[src/rtl/feature_vector_builder_pkg.sv]
// Shared constants and state type for the feature vector builder.
// Rounding quantization is selected by defining FVB_ROUND_EN; default is truncation.
package feature_vector_builder_pkg;

  localparam int VEC_ENTRIES = 64;
  localparam int ENTRY_W     = 4;
  localparam int SAMPLE_W    = 8;
  localparam int VEC_W       = 256;
  localparam int IDX_W       = 6;

  typedef enum logic {
    FILL = 1'b0,
    HOLD = 1'b1
  } fvb_state_t;

  localparam logic [IDX_W-1:0] LAST_IDX = IDX_W'(VEC_ENTRIES - 1);

endpackage

[src/rtl/feature_vector_builder_if.sv]
// Sample stream in, packed feature vector out, plus sticky truncation flag.
interface feature_vector_builder_if;
  import feature_vector_builder_pkg::*;

  logic [SAMPLE_W-1:0] in_data;
  logic                in_valid;
  logic                in_sof;
  logic                in_ready;
  logic [0:VEC_W-1]    test_vector;
  logic                out_valid;
  logic                out_ready;
  logic                frame_err;

  modport master (
    output in_data, in_valid, in_sof, out_ready,
    input  in_ready, test_vector, out_valid, frame_err
  );

  modport slave (
    input  in_data, in_valid, in_sof, out_ready,
    output in_ready, test_vector, out_valid, frame_err
  );

endinterface

[src/rtl/feature_vector_builder_quant.sv]
// fvb_quant: 8-bit sample to 4-bit entry; FVB_ROUND_EN selects round-to-nearest
// with saturation, otherwise the upper nibble is taken.
module fvb_quant
  import feature_vector_builder_pkg::*;
(
  input  logic [SAMPLE_W-1:0] sample_i,
  output logic [ENTRY_W-1:0]  q_o
);

`ifdef FVB_ROUND_EN
  logic [SAMPLE_W:0] sum;
  logic              unused_low;

  assign sum        = {1'b0, sample_i} + 9'd8;
  // Carry into bit 8 means the rounded value reached 16, so clamp to 15.
  assign q_o        = sum[SAMPLE_W] ? 4'hF : sum[7:4];
  assign unused_low = ^sum[3:0];
`else
  logic unused_low;

  assign q_o        = sample_i[7:4];
  assign unused_low = ^sample_i[3:0];
`endif

endmodule

[src/rtl/feature_vector_builder.sv]
// Collects 64 quantized samples into a packed vector and holds it until consumed.
// Quantizer mode follows FVB_ROUND_EN (see fvb_quant).
module feature_vector_builder
  import feature_vector_builder_pkg::*;
(
  input  logic                     clk,
  input  logic                     rst,
  feature_vector_builder_if.slave  bus
);

  fvb_state_t         state_q;
  logic [IDX_W-1:0]   idx_q;
  logic               frame_err_q;

  logic [ENTRY_W-1:0] q_sample;
  logic               transfer;
  logic               resync;
  logic [IDX_W-1:0]   wr_idx;

  fvb_quant u_quant (
    .sample_i (bus.in_data),
    .q_o      (q_sample)
  );

  assign transfer = bus.in_valid && (state_q == FILL);
  // An in_sof mid-frame restarts the frame with this sample as entry 0.
  assign resync   = transfer && bus.in_sof && (idx_q != '0);
  assign wr_idx   = resync ? '0 : idx_q;

  always_ff @(posedge clk or posedge rst) begin
    if (rst) begin
      state_q     <= FILL;
      idx_q       <= '0;
      frame_err_q <= 1'b0;
    end else begin
      case (state_q)
        FILL: begin
          if (transfer) begin
            if (resync) begin
              idx_q       <= IDX_W'(1);
              frame_err_q <= 1'b1;
            end else begin
              idx_q <= idx_q + IDX_W'(1);
              if (idx_q == LAST_IDX) begin
                state_q <= HOLD;
              end
            end
          end
        end
        HOLD: begin
          if (bus.out_ready) begin
            state_q <= FILL;
            idx_q   <= '0;
          end
        end
        default: begin
          state_q <= FILL;
          idx_q   <= '0;
        end
      endcase
    end
  end

  generate
    for (genvar gi = 0; gi < VEC_ENTRIES; gi++) begin : g_entry
      logic [ENTRY_W-1:0] entry_q;

      always_ff @(posedge clk or posedge rst) begin
        if (rst) begin
          entry_q <= '0;
        end else if (transfer && (wr_idx == IDX_W'(gi))) begin
          entry_q <= q_sample;
        end
      end

      // Ascending vector range puts entry MSB at bit gi*4.
      assign bus.test_vector[gi*ENTRY_W +: ENTRY_W] = entry_q;
    end
  endgenerate

  assign bus.in_ready  = (state_q == FILL);
  assign bus.out_valid = (state_q == HOLD);
  assign bus.frame_err = frame_err_q;

endmodule

[src/flat_wrapper.sv]
// flat-port wrapper written by rule: the top's interface ports become plain ports
module feature_vector_builder_flat import feature_vector_builder_pkg::*;
  (clk, rst, bus_in_data, bus_in_valid, bus_in_sof, bus_out_ready, bus_in_ready, bus_test_vector, bus_out_valid, bus_frame_err);
  feature_vector_builder_if bus_i ();
  input  logic clk;
  input  logic rst;
  input wire logic [$bits(bus_i.in_data)-1:0] bus_in_data;
  input wire logic [$bits(bus_i.in_valid)-1:0] bus_in_valid;
  input wire logic [$bits(bus_i.in_sof)-1:0] bus_in_sof;
  input wire logic [$bits(bus_i.out_ready)-1:0] bus_out_ready;
  output wire logic [$bits(bus_i.in_ready)-1:0] bus_in_ready;
  output wire logic [$bits(bus_i.test_vector)-1:0] bus_test_vector;
  output wire logic [$bits(bus_i.out_valid)-1:0] bus_out_valid;
  output wire logic [$bits(bus_i.frame_err)-1:0] bus_frame_err;
  assign bus_i.in_data = bus_in_data;
  assign bus_i.in_valid = bus_in_valid;
  assign bus_i.in_sof = bus_in_sof;
  assign bus_i.out_ready = bus_out_ready;
  assign bus_in_ready = bus_i.in_ready;
  assign bus_test_vector = bus_i.test_vector;
  assign bus_out_valid = bus_i.out_valid;
  assign bus_frame_err = bus_i.frame_err;
  feature_vector_builder u_core (.clk(clk), .rst(rst), .bus(bus_i));
endmodule
[config.mk]
export PLATFORM = sky130hd
export DESIGN_NAME = feature_vector_builder_flat
export DESIGN_NICKNAME = d
export VERILOG_FILES = /design/src/rtl/feature_vector_builder_pkg.sv /design/src/rtl/feature_vector_builder_if.sv /design/src/rtl/feature_vector_builder_quant.sv /design/src/rtl/feature_vector_builder.sv /design/src/flat_wrapper.sv
export SDC_FILE = /design/constraint.sdc
export NUM_CORES = 1
export LEC_CHECK = 0
export BUFFER_PORTS_ARGS = -buffer_cell sky130_fd_sc_hd__buf_4
export CAP_MARGIN = 20
export CELL_PAD_IN_SITES_DETAIL_PLACEMENT = 2
export CELL_PAD_IN_SITES_GLOBAL_PLACEMENT = 2
export CORE_ASPECT_RATIO = 1.4
export CORE_MARGIN = 2
export CORE_UTILIZATION = 39
export DETAILED_ROUTE_END_ITERATION = 8
export MAX_ROUTING_LAYER = met4
export PLACE_DENSITY_LB_ADDON = 0.1
export SYNTH_ARGS = -nofsm -noshare
export SYNTH_HDL_FRONTEND = slang
export SYNTH_SLANG_ARGS = --single-unit
export TNS_END_PERCENT = 50
[constraint.sdc]
create_clock -name clk -period 21.3 [get_ports clk]
set_input_delay 1.065 -clock clk [delete_from_list [all_inputs] [get_ports clk]]
set_output_delay 1.065 -clock clk [all_outputs]
set_load 0.005 [all_outputs]
==> out/metrics.yaml, run 1 <==
cells_and_area:
  fillers: 2486
  diodes: 0
  area_delta_synth_final_pct: 31.0
  final_common_cell: "buf_4"
  drive_gt1_frac: 0.607
  final_nets: 961
  postLayoutCoreUtil: 0.516
  mostFrequentLayoutCells: "buf_4, dfrtp_1, mux2_2"
synth:
  synth_top_area_cell: "dfrtp_1"
  synth.top_cell.area_share: 0.629
  yosys_warnings: 0
  synth_area_mm2: 0.0105
  ys_ff_latch: 264
  postSynthCellCount: 702
  yosysSeqAreaShare: 0.629
  synth_edf_count: 0
  async_flop_share: 1.00
  ys.flop_type: "dfrtp_1"
  synth.area.top_cells: "dfrtp_1, mux2_2, nand3_1, clkbuf_1, and3_1"
  synth.distinct_cells: 40
  syn_nets: 717
  syn_avg_cell_area_um2: 15.0
sta:
  fin_crit_ns: 3.09
  final_max_slew_viol_count: 0
  fin_tns_setup_ns: 0
  rsz0062_at_grt: "false"
  fmax_mhz: 323
  slew_headroom: 0.262
  setup_viol: 0
  clock_skew_ns: 0.00912
  period_share: 0.145
  hold_viol_final: 0
  worstMarginPinSlew_ns: 1.11
clocking:
  clock-root-buffer: "clkbuf_16"
  clkSinkCount: 264
  clkTransAtPathRegs_ns: 0.06
  cts_made_buffers: 29
  clkLatencyLatePin_ns: 0.54
  cts_resized: 0
  htree_levels: 1
  post_cts_buffers: 0
  ctsHoldBuffers: 0
  cts_tree: "done"
  cts.path.max_buffers: 3
critical_path:
  crit_fanout: 16
  worstSetupStartpointType: "input port"
  critical_path_buf_inv_count: 1
  critical-path-top-delay-family: "simple AND/OR/NAND/NOR gates"
  crit_cells: 5
  cp_slowest_cell: "and3_1"
  r2r_start: "u_core.bus.out_valid"
  crit_type: "input port to register"
  cp.required_ns: 21.72
  max_stage_delay_ns: 0.87
  crit_chain: "buf_4 -> nor2b_1 -> and3_1 -> nand3_1 -> mux2_2"
  cp-end-kind: "register"
  r2r_cells: 4
  crit_start: "bus_in_valid"
  cp.arrival_ns: 3.51
die:
  die_h_um: 198
  ioPinCount: 272
  fp.coreArea_mm2: 0.0267
  initial_utilization: 0.394
  fp.dieW_um: 143
  rows: 71
  die_area_mm2: 0.0283
drt:
  drt_iter0_drc: 171
  vias: 6803
  antenna_left: 0
  drc: 0
  wl_per_cell_um: 25.5
  routed_wl_um: 33100
  viasPerCell: 5.25
  drt_pass1_iterations: 4
hold_path:
  min_path_cells: 1
  holdCritPathClass: "register to register"
  holdCritStartpoint: "u_core.bus.frame_err"
placed_design:
  place_hpwl_um: 21400
  port_buffers: 267
  gp_congestion: 0.739
run_status:
  status: "complete, no violations"
global_routing:
  grt_max_degree: 121
  grt_overflow: 0
  grtUsageTotal: 0.244
  grt_pass1_vias: 7985
  grt_pass1_wl_um: 50500
  antenna_found_initial: 0
power_and_ir_drop:
  power.density_mw_per_mm2: 94.1
  leakagePower_nw: 7.31
  vdd_ir_drop_max_v: 0.0000688
run:
  drv_cap: 0
-- sequential cells by signal (all words and copies together), names as in the netlist --
name	cells
u_core.bus.frame_err	1
u_core.bus.out_valid	1
u_core.g_entry.entry_q	256
u_core.idx_q	6
-- cells in the mapped netlist (2+ instances only) --
library cell / instances
nor2b_1: 2
and2_1: 4
buf_1: 5
o21ai_2: 3
nor2_1: 7
a31oi_1: 3
dfrtp_1: 264
mux2_4: 4
inv_1: 7
nand2_1: 13
buf_2: 11
or4b_1: 2
o21ai_0: 3
nand3_1: 46
clkbuf_1: 40
and3_1: 10
mux2_2: 252
a21oi_1: 3
ha_1: 2
-- final cells by class --
cell class,count,area (um2),share of cell area
flip-flops and latches,264,6610,0.480
multi-input cells,374,3670,0.266
repair buffers,270,2030,0.147
clock buffers,40,797,0.0579
well taps,328,410,0.0298
clock inverters,13,218,0.0158
inverters,7,33.8,0.00246
-- through the flow --
stage	worst slack, ns	hold slack (ns)	power (W)	area [um2]	cells
6_report	18.21	0.477	0.00130	13800	1296
5_1_grt	17.99	0.500	0.00135	13800	1296
3_3_place_gp	17.76	0.462	0.000762	12700	1243
2_1_floorplan	12.97	0.465	0.000661	10500	702
3_5_place_dp	17.71	0.471	0.000773	12700	1243
4_1_cts	18.22	0.487	0.00131	13800	1296
-- worst paths after layout --
path	slack, ns	endpoint
min in group asynchronous	0.63	u_core.g_entry[29].entry_q[1]
worst max register to register	18.36	u_core.g_entry[43].entry_q[1]
worst min register to register	0.48	u_core.bus.frame_err
worst max-delay path	18.21	u_core.g_entry[43].entry_q[1]
worst min-delay path	0.48	u_core.bus.frame_err
max in group asynchronous	19.17	u_core.g_entry[10].entry_q[2]
-- report_power, final --
part / switching [W] / internal [W] / total [W] / leakage (nW)
Combinational: 0.000102 / 0.0000867 / 0.000188 / 3.18
Sequential: 0.0000311 / 0.000541 / 0.000572 / 3.63
Clock: 0.000202 / 0.000333 / 0.000535 / 0.497
Total: 0.000334 / 0.000961 / 0.00130 / 7.31
-- worst register-to-register path, delay by kind of cell (launching register included) --
family,cells,cell delay [ns]
AND/OR/NAND/NOR,3,1.98
multiplexers,1,0.39
flip-flops,1,0.46
-- cells by family after synthesis --
| group | Yosys count | share of synthesized area |
|---|---|---|
| buffers and inverters | 64 | 0.0249 |
| adders and majority gates | 2 | 0.00238 |
| DFF | 264 | 0.629 |
| and+or+nand+nor | 93 | 0.0471 |
| muxes | 257 | 0.277 |
| AOI/OAI and AO/OA | 22 | 0.0198 |
-- per-layer routing --
metal | routed length (um) | share of wire | global-route usage
met2 | 17900 | 0.54 | 0.442
met3 | 1750 | 0.053 | 0.0515
met1 | 12600 | 0.38 | 0.272
met5 | 0 | 0 | -
met4 | 809 | 0.024 | 0.0638
Note: power is estimated with default switching activity, not from simulation.
==> inputs of run 2 (changes only) <==
--- a/config.mk
+++ b/config.mk
@@ -11,7 +11,7 @@
 export CELL_PAD_IN_SITES_GLOBAL_PLACEMENT = 2
 export CORE_ASPECT_RATIO = 1.4
 export CORE_MARGIN = 2
-export CORE_UTILIZATION = 39
+export CORE_UTILIZATION = 36
 export DETAILED_ROUTE_END_ITERATION = 8
 export MAX_ROUTING_LAYER = met4
 export PLACE_DENSITY_LB_ADDON = 0.1
==> constraint.sdc (replaced) <==
create_clock -name clk -period 2.9 [get_ports clk]
set_input_delay 0.145 -clock clk [delete_from_list [all_inputs] [get_ports clk]]
set_output_delay 0.145 -clock clk [all_outputs]
set_load 0.005 [all_outputs]
==> run 2 against run 1 <==
Critical path depth is 1 higher; clock skew is 0.0090 ns higher; global-route usage is 1.9 points lower; total power grew to 7.0 times the previous value; die area is 8.1% higher; non-clock buffer count is 24 higher; final area is 1.1% higher; sequential power grew to 7.3 times the previous value; sequential share of layout area is 0.51 points lower; combinational power grew to 7.9 times the previous value; critical path type is now register to register; critical endpoint is now u_core.g_entry[35].entry_q[0]; highest routed layer unchanged.
==> out/metrics.yaml, run 2 (same netlist as run 1, synthesis figures left out) <==
sta:
  period_share: 0.871
  rsz0062_at_grt: "false"
  worstMarginPinSlew_ns: 0.834  # -0.273 ns
  final_max_slew_viol_count: 0  # unchanged
  fmax_mhz: 396
  setup_viol: 0  # unchanged
  fin_crit_ns: 2.53
  hold_viol_final: 0  # unchanged
  slew_headroom: 0.444  # +0.183
  clock_skew_ns: 0.0181  # +0.00900 ns
run_status:
  status: "complete, no violations"
cells_and_area:
  final_nets: 983  # +2.3%
  final_cells: 1367  # +5.5%
  mostFrequentLayoutCells: "buf_4, dfrtp_1, mux2_2"
  reg_top3: "u_core.g_entry.entry_q (256), u_core.idx_q (6)"
  finalInstanceArea_mm2: 0.0139  # +1.1%
  fillers: 2777  # +12%
  largest_register_ffs: 256  # unchanged
  area_delta_synth_final_pct: 32.4
  final_common_cell: "buf_4"
  final-seq-area_mm2: 0.00661  # unchanged
  largest_register: "u_core.g_entry.entry_q"
  drive_gt1_frac: 0.614  # +0.00654
  diodes: 0  # unchanged
  multi_input_area_mm2: 0.00367  # unchanged
critical_path:
  crit_fanout: 5  # -11
  worstSetupStartpointType: "register"
  cp_slowest_cell: "a2111oi_4"
  max_stage_delay_ns: 0.59  # -0.28 ns
  crit_type: "register to register"
  cp.arrival_ns: 2.94  # -0.57 ns
  cp.required_ns: 3.32  # -18.40 ns
  cp-end-kind: "register"
  crit_chain: "inv_1 -> ha_1 -> or3b_1 -> a2111oi_4 -> and2_1 -> mux2_2"
global_routing:
  grt_overflow: 0  # unchanged
  grtUsageTotal: 0.225  # -0.0189
  grt_max_degree: 108  # -11%
  antenna_found_initial: 0  # unchanged
  grt_pass1_vias: 8094  # +1.4%
  grt_pass1_wl_um: 50600  # +0.20%
drt:
  wl_per_cell_um: 24.0  # -5.9%
  drc: 0  # unchanged
  routed_wl_um: 32800  # -0.76%
  drt_iter0_drc: 204  # +19%
  antenna_left: 0  # unchanged
  drt_pass1_iterations: 4  # unchanged
  viasPerCell: 5.02  # -4.4%
  vias: 6859  # +0.82%
placed_design:
  place_hpwl_um: 22500  # +5.5%
  placed_area_mm2: 0.0130  # +2.2%
  dp.cells: 1317  # +6.0%
  port_buffers: 267  # unchanged
  gp_congestion: 0.808  # +9.3%
die:
  fp.coreArea_mm2: 0.0290  # +8.7%
  rows: 74  # +4.2%
  die_area_mm2: 0.0306  # +8.1%
  ioPinCount: 272  # unchanged
  die_h_um: 206  # +4.0%
  initial_utilization: 0.362  # -0.0317
  fp.dieW_um: 148  # +4.0%
clocking:
  cts_made_buffers: 27  # -6.9%
  cts_tree: "done"
  htree_levels: 1  # unchanged
  clkSinkCount: 264  # unchanged
  clkTransAtPathRegs_ns: 0.06  # about the same
  cts.path.max_buffers: 3  # unchanged
  clock-root-buffer: "clkbuf_16"
  clkLatencyLatePin_ns: 0.55  # about the same
power_and_ir_drop:
  leakagePower_nw: 7.38  # +0.93%
  power.density_mw_per_mm2: 654  # +590%
  vdd_ir_drop_max_v: 0.000377  # +450%
hold_path:
  holdCritPathClass: "input port to register"
run:
  drv_cap: 0  # unchanged
## run 2: cell count changes in the layout (fill, tap and decap cells not counted), moves of 2 or more
cell,change
dlygate4sd3_1,+2
inv_6,+2
buf_12,+4
bufinv_16,-4
buf_4,+18
clkbuf_16,-2
## run 2: power by group
| part | internal, W | switching, W | total (W) |
|---|---|---|---|
| sequential | 0.00397 | 0.000202 | 0.00418 |
| clock | 0.00199 | 0.00144 | 0.00343 |
| combinational | 0.000716 | 0.000770 | 0.00149 |
## run 2: worst paths after layout
check / slack, ns / depth (start not counted) / from / to
setup / recovery: 0.37 / 6 / u_core.idx_q[0] / u_core.g_entry[35].entry_q[0]
hold / removal: 0.09 / 3 / bus_in_sof / u_core.idx_q[5]
setup reg to reg: 0.37 / 6 / u_core.idx_q[0] / u_core.g_entry[35].entry_q[0]
hold reg to reg: 0.51 / 1 / u_core.g_entry[23].entry_q[2] / u_core.g_entry[23].entry_q[2]
max in group asynchronous: 1.81 / 5 / rst / u_core.g_entry[14].entry_q[1]
min in group asynchronous: 0.16 / 3 / rst / u_core.g_entry[62].entry_q[3]
## run 2: metrics by stage
step | setup TNS [ns] | utilization | setup slack (ns) | power (W) | hold WS [ns]
after floorplan | -192.33 | - | -0.729 | 0.00486 | 0.241
after global placement | 0 | 0.449 | 0.483 | 0.00568 | 0.156
after detailed placement | 0 | 0.449 | 0.408 | 0.00576 | 0.162
after CTS | 0 | 0.480 | 0.353 | 0.00927 | 0.0593
after global routing | 0 | 0.480 | 0.279 | 0.00950 | 0.0995
final | 0 | 0.480 | 0.374 | 0.00909 | 0.0862
## run 2: repair_timing
| item | CTS | global route |
|---|---|---|
| setup buffers | 0 | 0 |
| hold buffers | 2 | 0 |
| gates resized for setup | 0 | 0 |
| endpoints found under the hold margin | 62 | 0 |
## run 2: layer usage
metal	global-route usage	up-vias	routed length, um
met5	-	-	0
met4	0.0616	0	782
met3	0.0424	42	1670
met2	0.412	179	18100
met1	0.251	3629	12300
li1	-	3009	-
## run 2: layout make-up
type	count	area share
Inverter	7	0.00216
Sequential cell	264	0.475
Multi-Input combinational cell	374	0.264
Clock buffer	38	0.0544
Timing Repair Buffer	294	0.163
Clock inverter	10	0.00774
Tap cell	380	0.0342
## run 2: critical path, delay by kind of cell, from the launching register on
family | cells | cell delay [ns]
DFF | 1 | 0.38
adders and majority gates | 1 | 0.16
AOI/OAI and AO/OA | 1 | 0.59
muxes | 1 | 0.36
buffers and inverters | 1 | 0.10
and+or+nand+nor | 2 | 0.80
==> inputs of run 3 (changes only) <==
--- a/config.mk
+++ b/config.mk
@@ -5,13 +5,14 @@
 export SDC_FILE = /design/constraint.sdc
 export NUM_CORES = 1
 export LEC_CHECK = 0
+export ABC_AREA = 1
 export BUFFER_PORTS_ARGS = -buffer_cell sky130_fd_sc_hd__buf_4
 export CAP_MARGIN = 20
 export CELL_PAD_IN_SITES_DETAIL_PLACEMENT = 2
 export CELL_PAD_IN_SITES_GLOBAL_PLACEMENT = 2
 export CORE_ASPECT_RATIO = 1.4
 export CORE_MARGIN = 2
-export CORE_UTILIZATION = 36
+export CORE_UTILIZATION = 32
 export DETAILED_ROUTE_END_ITERATION = 8
 export MAX_ROUTING_LAYER = met4
 export PLACE_DENSITY_LB_ADDON = 0.1
==> run 3 against run 2 <==
Final area up 1.3%; routed wire length is 21% higher; core utilization shrank 4.5 points; setup slack gained 0.064 ns; clock skew decreased by 0.0067 ns; die area increased by 12%; combinational power grew 70%; worst hold slack worse by 0.083 ns; clock power up 8.7%; via count increased by 35%; critical path type unchanged; largest power group unchanged.
==> out/metrics.yaml, run 3 <==
cells_and_area:
  area_delta_synth_final_pct: 34.3
  postLayoutCoreUtil: 0.435  # -0.0451
  largest_register_ffs: 256  # unchanged
  diodes: 0  # unchanged
  largest_register: "u_core.g_entry.entry_q"
  mostFrequentLayoutCells: "nand2_1, buf_4, dfrtp_1"
  drive_gt1_frac: 0.272  # -0.342
  fillers: 3596  # +29%
  reg_top3: "u_core.g_entry.entry_q (256), u_core.idx_q (6)"
  final_common_cell: "nand2_1"
  final_nets: 1404  # +43%
synth:
  synth.distinct_cells: 26  # -35%
  async_flop_share: 1.00  # unchanged
  synth_top_area_cell: "dfrtp_1"
  synth_area_mm2: 0.0105  # -0.11%
  synth.top_cell.area_share: 0.630  # +0.000675
  syn_avg_cell_area_um2: 9.38  # -37%
  synth_commonest_cells: "nand2_1, dfrtp_1, o21ai_0"
  ys_ff_latch: 264  # unchanged
  synth.area.top_cells: "dfrtp_1, nand2_1, o21ai_0, nand3_1, nand4_1"
  yosysSeqAreaShare: 0.630  # +0.000675
  ys.flop_type: "dfrtp_1"
  postSynthCellCount: 1118  # +59%
  yosysMostFrequentCell: "nand2_1"
  synth_edf_count: 0  # unchanged
  yosys_warnings: 0  # unchanged
  syn_nets: 1133  # +58%
die:
  rows: 78  # +5.4%
  fp.dieW_um: 157  # +5.8%
  fp.coreArea_mm2: 0.0324  # +12%
  initial_utilization: 0.324  # -0.0386
  ioPinCount: 272  # unchanged
  die_area_mm2: 0.0343  # +12%
  die_h_um: 218  # +5.9%
critical_path:
  max_stage_delay_ns: 0.50  # -0.09 ns
  r2r_start: "u_core.bus.out_valid"
  r2r_cells: 7  # +1
  reg2reg_slack_ns: 0.44  # +0.06 ns
  cp.arrival_ns: 2.90  # -0.04 ns
  cp.required_ns: 3.34  # +0.02 ns
  cp_slowest_cell: "nand3_1"
  crit_chain: "inv_2 -> nand3_2 -> inv_2 -> nand2_4 -> o21ai_2 -> nand3_1 -> o21ai_0"
  worstSetupStartpointType: "register"
  critical-path-top-delay-family: "compound AO/OA/AOI/OAI gates"
  crit_type: "register to register"
  r2r-end: "u_core.g_entry[52].entry_q[0]"
  cp-end-kind: "register"
  critical_path_buf_inv_count: 2  # +1
  crit_top_cell: "inv_2"
  crit_fanout: 16  # +11
  crit_cells: 7  # +1
power_and_ir_drop:
  power.density_mw_per_mm2: 780  # +19%
  vdd_ir_drop_max_v: 0.000351  # -6.9%
  leakagePower_nw: 7.35  # -0.42%
drt:
  antenna_left: 0  # unchanged
  drt_pass1_iterations: 4  # unchanged
  routed_wl_um: 39600  # +21%
  vias: 9241  # +35%
  wl_per_cell_um: 21.4  # -11%
  viasPerCell: 5.00  # -0.45%
  drc: 0  # unchanged
  drt_iter0_drc: 375  # +84%
hold_path:
  holdCritPathClass: "input port to register"
  holdCritStartpoint: "bus_in_data[5]"
  min_path_cells: 3  # unchanged
  hold_end: "u_core.g_entry[12].entry_q[1]"
placed_design:
  gp_congestion: 0.804  # -0.45%
  place_hpwl_um: 27000  # +20%
  port_buffers: 267  # unchanged
clocking:
  clkLatencyLatePin_ns: 0.55  # about the same
  cts_made_buffers: 29  # +7.4%
  cts.path.max_buffers: 3  # unchanged
  htree_levels: 1  # unchanged
  clkSinkCount: 264  # unchanged
  clock-root-buffer: "clkbuf_16"
  cts_tree: "done"
  clkTransAtPathRegs_ns: 0.06  # about the same
  cts_resized: 0  # unchanged
sta:
  period_share: 0.849  # -0.0220
  hold_viol_final: 0  # unchanged
  final_max_slew_viol_count: 0  # unchanged
  slew_headroom: 0.302  # -0.142
  fin_crit_ns: 2.46  # -0.0637 ns
  clock_skew_ns: 0.0114  # -0.00669 ns
  rsz0062_at_grt: "false"
  fmax_mhz: 406  # +2.6%
  setup_viol: 0  # unchanged
  fin_tns_setup_ns: 0  # unchanged
  worstMarginPinSlew_ns: 1.05  # +0.213 ns
global_routing:
  grt_pass1_vias: 10300  # +27%
  antenna_found_initial: 0  # unchanged
  grt_pass1_wl_um: 61300  # +21%
  grtUsageTotal: 0.239  # +0.0143
  grt_overflow: 0  # unchanged
  grt_max_degree: 58  # -46%
run:
  drv_cap: 0  # unchanged
run_status:
  status: "complete, no violations"
run 3: cell count changes after synthesis, moves of 11 or more:
cell	previous run	this run
inv_1	7	18
nand3_1	46	105
mux2_2	252	0
nand2_1	13	401
nor2_1	7	19
nand4_1	1	29
nand3_2	0	12
o21ai_0	3	148
run 3: cells by family (layout without fill, tap and decap cells):
logic type,after synthesis,in the layout,share of synthesized area
AND/OR/NAND/NOR,586,586,0.247
XOR/XNOR,3,3,0.00250
buffers and inverters,90,382,0.0351
AO/OA/AOI/OAI,173,173,0.0835
flip-flops,264,264,0.630
adder cells (fa/ha/maj),2,2,0.00238
run 3: area by class of cell:
class / count / area, um2 / share of cell area
Multi-Input combinational cell: 764 / 3520 / 0.250
Sequential cell: 264 / 6610 / 0.469
Clock inverter: 5 / 81.3 / 0.00577
Tap cell: 440 / 551 / 0.0391
Timing Repair Buffer: 303 / 2360 / 0.168
Inverter: 27 / 105 / 0.00746
Clock buffer: 47 / 863 / 0.0613
run 3: power breakdown:
| part | leakage, nW | internal (W) | switching, W |
|---|---|---|---|
| registers | 3.61 | 0.00430 | 0.000423 |
| clock network | 0.463 | 0.00220 | 0.00153 |
| logic | 3.27 | 0.00112 | 0.00141 |
| total | 7.35 | 0.00762 | 0.00336 |
run 3: routing by layer:
layer | up-vias | wire [um] | track usage
li1 | 4223 | - | -
met1 | 4740 | 15900 | 0.281
met2 | 227 | 20700 | 0.423
met3 | 51 | 2190 | 0.0464
met4 | 0 | 821 | 0.0570
met5 | - | 0 | -
run 3: how the worst max path moves through the flow:
stage	startpoint	to	slack (ns)
global route	u_core.bus.out_valid	u_core.g_entry[52].entry_q[0]	0.28
CTS	u_core.bus.out_valid	u_core.g_entry[52].entry_q[0]	0.46
global placement	u_core.idx_q[0]	u_core.g_entry[36].entry_q[3]	0.63
detailed placement	u_core.bus.out_valid	u_core.g_entry[36].entry_q[1]	0.50
finish	u_core.bus.out_valid	u_core.g_entry[52].entry_q[0]	0.44
floorplan	rst	u_core.bus.frame_err	-0.73
run 3: repair_timing:
| item | 4_1_cts | 5_1_grt |
|---|---|---|
| endpoints found under the hold margin | 26 | 0 |
| hold buffers | 3 | 0 |
| setup buffers | 0 | 0 |
run 3: worst register-to-register path, cell delays in order, from the launching register on:
cell,delay [ns]
dfrtp_1,0.45
inv_2,0.12
nand3_2,0.18
inv_2,0.15
nand2_4,0.12
o21ai_2,0.42
nand3_1,0.51
o21ai_0,0.39
run 3: through the flow:
| stage | setup WS [ns] | total power [W] | cell area (um2) | hold WS, ns | cells |
|---|---|---|---|---|---|
| after global placement | 0.631 | 0.00724 | 13100 | 0.348 | 1793 |
| after CTS | 0.462 | 0.0111 | 14100 | 0.0828 | 1849 |
| final | 0.438 | 0.0110 | 14100 | 0.00368 | 1850 |
| after detailed placement | 0.502 | 0.00736 | 13100 | 0.353 | 1794 |
| after floorplan | -0.729 | 0.00579 | 10500 | 0.244 | 1118 |
| after global routing | 0.278 | 0.0116 | 14100 | 0.0381 | 1850 |
